File: src/rtl/fft_frame_ctrl.sv
// fft_frame_ctrl: per-chirp sequencer that settles, captures N FIR samples,
// bursts them into the FFT and gates the FFT result into the USB path.
module fft_frame_ctrl #(
  parameter int N              = 1024,
  parameter int N_WIDTH        = $clog2(N),
  parameter int SETTLE_SAMPLES = 16,
  parameter int DRAIN_TIMEOUT  = 8192,
  parameter int CNT_WIDTH      = 16
) (
  input  logic                 clk_i,
  input  logic                 rst_n,
  input  logic                 chirp_start_i,
  input  logic                 sample_valid_i,
  input  logic                 tx_space_i,
  input  logic                 fft_valid_i,
  input  logic [N_WIDTH-1:0]   fft_ctr_i,
  output logic                 fifo_wren_o,
  output logic                 fifo_rden_o,
  output logic                 fifo_flush_o,
  output logic                 fft_en_o,
  output logic                 tx_en_o,
  output logic                 busy_o,
  output logic [CNT_WIDTH-1:0] frame_cnt_o,
  output logic [CNT_WIDTH-1:0] drop_cnt_o
);

  localparam int TMAX =
    (SETTLE_SAMPLES > DRAIN_TIMEOUT) ?
    SETTLE_SAMPLES : DRAIN_TIMEOUT;
  localparam int TW = $clog2(TMAX + 1);

  localparam logic [N_WIDTH-1:0] LAST =
    N_WIDTH'(N - 1);
  localparam logic [TW-1:0] SET_LAST =
    TW'(SETTLE_SAMPLES - 1);
  localparam logic [TW-1:0] TO_LAST =
    TW'(DRAIN_TIMEOUT - 1);

  typedef enum logic [2:0] {
    IDLE, SETTLE, ACQ, LOAD, DRAIN, DROP
  } state_t;

  localparam state_t START =
    (SETTLE_SAMPLES == 0) ? ACQ : SETTLE;

  state_t state_q;
  state_t state_d;

  logic [N_WIDTH-1:0]   smp_q;
  logic [TW-1:0]        tmr_q;
  logic [CNT_WIDTH-1:0] frame_q;
  logic [CNT_WIDTH-1:0] drop_q;

  logic rden_q, flush_q, en_q, tx_q, busy_q;
  logic rden_d, flush_d, en_d, tx_d, busy_d;

  logic abort;
  logic last_wr;
  logic done;

  // A chirp during capture restarts the frame; its strobe is never written.
  assign abort = chirp_start_i &&
    (state_q == SETTLE || state_q == ACQ);

  assign fifo_wren_o = (state_q == ACQ) &&
    sample_valid_i && !chirp_start_i;

  assign last_wr = fifo_wren_o && (smp_q == LAST);
  assign done = fft_valid_i && (fft_ctr_i == LAST);

  always_ff @(posedge clk_i) begin
    if (!rst_n) begin
      state_q <= IDLE;
      rden_q  <= 1'b0;
      flush_q <= 1'b0;
      en_q    <= 1'b0;
      tx_q    <= 1'b0;
      busy_q  <= 1'b0;
    end else begin
      state_q <= state_d;
      rden_q  <= rden_d;
      flush_q <= flush_d;
      en_q    <= en_d;
      tx_q    <= tx_d;
      busy_q  <= busy_d;
    end
  end

  always_comb begin
    state_d = state_q;
    unique case (state_q)
      IDLE: begin
        if (chirp_start_i) state_d = START;
      end
      SETTLE: begin
        if (abort) state_d = START;
        else if (sample_valid_i &&
                 tmr_q == SET_LAST)
          state_d = ACQ;
      end
      ACQ: begin
        if (abort) state_d = START;
        else if (last_wr)
          state_d = tx_space_i ? LOAD : DROP;
      end
      LOAD: begin
        if (smp_q == LAST) state_d = DRAIN;
      end
      DRAIN: begin
        if (done) state_d = IDLE;
        else if (tmr_q == TO_LAST) state_d = DROP;
      end
      DROP: state_d = IDLE;
      default: state_d = IDLE;
    endcase
  end

  // fft_en trails the state by one cycle so it lags rden and
  // stays up for one cycle after DRAIN to flush the FFT pipe.
  always_comb begin
    rden_d  = (state_d == LOAD);
    tx_d    = (state_d == DRAIN);
    busy_d  = (state_d != IDLE);
    flush_d = (state_d == DROP) || abort;
    en_d    = (state_q == LOAD) ||
              (state_q == DRAIN);
  end

  always_ff @(posedge clk_i) begin
    if (!rst_n) begin
      smp_q <= '0;
      tmr_q <= '0;
    end else if (abort || state_d != state_q) begin
      smp_q <= '0;
      tmr_q <= '0;
    end else begin
      if (fifo_wren_o || state_q == LOAD)
        smp_q <= smp_q + N_WIDTH'(1);
      if ((state_q == SETTLE && sample_valid_i) ||
          state_q == DRAIN)
        tmr_q <= tmr_q + TW'(1);
    end
  end

  always_ff @(posedge clk_i) begin
    if (!rst_n) begin
      frame_q <= '0;
      drop_q  <= '0;
    end else begin
      if (state_q == DRAIN && done)
        frame_q <= frame_q + CNT_WIDTH'(1);
      if (flush_d)
        drop_q <= drop_q + CNT_WIDTH'(1);
    end
  end

  assign fifo_rden_o  = rden_q;
  assign fifo_flush_o = flush_q;
  assign fft_en_o     = en_q;
  assign tx_en_o      = tx_q;
  assign busy_o       = busy_q;
  assign frame_cnt_o  = frame_q;
  assign drop_cnt_o   = drop_q;

endmodule
File: config.mk
export PLATFORM = sky130hd
export DESIGN_NAME = fft_frame_ctrl
export DESIGN_NICKNAME = d
export VERILOG_FILES = /design/src/rtl/fft_frame_ctrl.sv
export SDC_FILE = /design/constraint.sdc
export NUM_CORES = 1
export LEC_CHECK = 0
export BUFFER_PORTS_ARGS = -buffer_cell sky130_fd_sc_hd__clkbuf_2
export CORE_MARGIN = 4
export CORE_UTILIZATION = 35
export CTS_BUF_LIST = sky130_fd_sc_hd__clkbuf_8 sky130_fd_sc_hd__clkbuf_16
export DETAILED_ROUTE_END_ITERATION = 10
export GPL_TIMING_DRIVEN = 0
export PLACE_DENSITY_LB_ADDON = 0.2
export SYNTH_ARGS = -nofsm -noshare
export SYNTH_HDL_FRONTEND = slang
export SYNTH_SLANG_ARGS = --single-unit
File: constraint.sdc
create_clock -name clk_i -period 4.6 [get_ports clk_i]
set_clock_uncertainty 0.1 [all_clocks]
set_input_delay 0.46 -clock clk_i [delete_from_list [all_inputs] [get_ports clk_i]]
set_output_delay 0.46 -clock clk_i [all_outputs]
set_load 0.01 [all_outputs]
==> summary.md <==
| Metric | Value |
|---|---|
| Pleak | roughly 0.0013 uW |
| Synth area leader | dfxtp_1 |
| Largest net degree at the start of global routing | 11 |
| Port Buffers | 53 |
| Initial antenna violation count | 0 |
| Worst slew margin | 0.5844 |
| Fraction of registers with async set/reset | 0 |
| CP Launch Point | tmr_q[0]$_SDFFE_PP0P_ |
| Pwr/cell area | 296.4 nW/um2 |
| Unrepaired setup endpoints after global routing | no |
| Met2 WL post-DR | 3375 um |
| Antenna viol nets, final | 0 |
| Worst-margin pin slew | 0.6196 ns |
| Row cnt | 34 |
| Num CTS Buffers | 9 |
| Tcrit/Tclk final | 0.6058 |
| Final Hold Fails | 0 |
| Crit end category | register |
| Cell Area, Placed | 3491 um2 |
| Initial core utilization | 0.3579 |
| Clock power share | 0.441 |
| 1st-iter DRT viols | 145 |
| NetSw | approximately 250 uW |
| WL per Instance | ~14 um |
| Post-synth EDFFs | 0 |
| Post-Route WL | 7317 um |
| Synthesized Nets | between 300 and 400 |
| Drt drc | 0 |
| Clock Latency Late Sink | 0.33 ns |
| DIE WIDTH | approximately 100 um |
| Area of the core | 8636 um2 |
| Routed vias/inst | 5.184 |
| Clock buffer depth | 2 |
| Root Buffer | clkbuf_8 |
| Register bit total from synthesis | 64 |
| Total power | 1094 uW |
| ANT cells | 0 |
| RR Startpoint | tmr_q[0]$_SDFFE_PP0P_ |
| Clock Pin Slew Worst Setup and Hold Paths | approximately 0.07 ns |
| Hold_ws | around 0.33 ns |
| Count leader, synth | dfxtp_1 |
| Critical path fanouts, max | 10 |
| Post-CTS Hold Fix Bufs | 0 |
| Synth top area share | 0.4146 |
| Finished Cell Area | 3690 um2 |
| H-tree levels | 3 |
| Hold path start | rst_n |
| Post-CTS setup buffer count | 0 |
| Post-DP HPWL | 5319 um |
| Crit start category | register |
| Post-synthesis area per instance | 8.537 um2 |
| Global-route wire length before repair | 12340 um |
| P&R area growth vs syn | 19.39% |
| Switch share | 0.2248 |
| Number of global-route vias before repair | 2611 |
| Max rail drop VDD | roughly 0.14 mV |
| Final core utilization | 0.4273 |
| Post-CTS Resized | 0 |
| Boundary Pins | 54 |
| Post-synthesis cell count | 362 |
| Slew Viols, Final | 0 |
| Seq/Total Area, Yosys | 0.4146 |
| Layout cells sized above 1 | 0.1717 |
| Combinational fraction of design power | 0.049 |
| Total grt overflow | 0 |
| Synthesis Warnings | 0 |
| Nets | 446 |
| Data required, critical path | 4.70 ns |
| Synth Cell Area | 3090 um2 |
| Die H | 102.0 um |
| Crit Path Class | reg2reg |
| CTS tree | yes |
| WL met1 | between 3000 and 4000 um |
| Period minus WS final | 2.787 ns |
| Crit path DAT | 2.89 ns |
| Total GRT Usage | 0.1479 |
| Final setup viols | 0 |
| Hold Path Class | in2reg |
| Full die area | 10400 um2 |
| Fmax | 0.3589 GHz |
| Ys flop type | dfxtp_1 |
| Status | finished, final reports clean |
| Int Power | 847.8 uW |
| Max Cap Violations | 0 |
| Synth unique cells | 43 |
| DR pass1 iterations | 4 |
| Sequential share of power | 0.510 |
| WL met3 | 465 um |
| CTS sink count | 64 |
| Highest routed layer | met4 |
| Routed vias | 2794 |
| Synth top cells by count | dfxtp_1, nor2_1, nand2_1 |
| Synth area leaders | dfxtp_1, nor2_1, xor2_1 |
| Gpl congestion | approximately 0.82 |
| Setup TNS | 0 ns |
-- logic make-up after synthesis --
family	synth area share
muxes	0.01619
AOI/OAI and AO/OA	0.1154
buffers and inverters	0.04129
adders and majority gates	0.01619
and+or+nand+nor	0.3028
DFF	0.4146
xor gates and xnor gates	0.09352
-- final cells by class --
| type | count | area, um2 |
|---|---|---|
| Tap cell | 108 | 135.1 |
| Clock buffer | 11 | 151.4 |
| Buffer | 16 | 82.58 |
| Multi-Input combinational cell | 270 | 1682 |
| Clock inverter | 5 | 47.55 |
| Inverter | 12 | 45.04 |
| Timing Repair Buffer | 53 | 265.3 |
| Sequential cell | 64 | 1281 |
| Fill cell | 887 | 4946 |
-- critical path, stage by stage (launching register included) --
cell	delay (ns)
dfxtp_1	0.37
ha_1	0.20
and4bb_1	0.22
nand3_1	0.08
or4_4	0.46
and4_1	0.22
o211ai_1	0.46
clkbuf_1	0.44
nor2_1	0.11
-- path summary, 6_finish.rpt --
path                                 end  cells after the start  slack (ns)
max                tmr_q[1]$_SDFFE_PP0P_                      8        1.81
min reg2reg  drop_cnt_o[15]$_SDFFE_PN0P_                      2        0.38
max reg2reg        tmr_q[1]$_SDFFE_PP0P_                      8        1.81
min           drop_cnt_o[6]$_SDFFE_PN0P_                      3        0.33
-- sequential cells by signal (all words and copies together) (netlist names) --
name	cells
drop_cnt_o	16
frame_cnt_o	16
tmr_q	14
smp_q	10
state_q	3
busy_o	1
fft_en_o	1
fifo_flush_o	1
fifo_rden_o	1
tx_en_o	1
-- cell usage in the layout (no fill, tap or decap), types with 6 or more instances in the layout --
master	n
nand2_1	26
or4_1	9
inv_1	14
nand4_1	13
clkbuf_1	13
o31ai_1	9
xnor2_1	16
a21oi_1	17
nor3_1	8
nand3_1	19
and3_1	7
nor2_1	46
clkbuf_2	53
or3_1	8
nand2b_1	6
o21ai_0	12
dfxtp_1	64
xor2_1	17
clkbuf_8	11
and4_1	7
-- routing by layer --
layer | up-vias | GRT usage
li1 | 1427 | -
met5 | - | 0
met1 | 1283 | 0.1959
met2 | 77 | 0.2274
met4 | 0 | 0.05045
met3 | 7 | 0.04778
-- power by group through the flow --
| stage | registers (uW) | logic (uW) | clock network (uW) |
|---|---|---|---|
| final | 558 | 53.1 | 483 |
| after global routing | 558 | 59.1 | 526 |
| after CTS | 558 | 53.5 | 502 |
| after detailed placement | 571 | 53.3 | 0 |
| after global placement | 571 | 53.2 | 0 |
| after floorplan | 571 | 31.6 | 0 |
-- metrics by stage --
step / setup slack [ns] / instances
2_1_floorplan: 2.164 / 362
3_3_place_gp: 1.627 / 523
3_5_place_dp: 1.619 / 523
4_1_cts: 1.787 / 539
5_1_grt: 1.569 / 539
6_report: 1.813 / 539
Power figures use the tool's default switching activity.
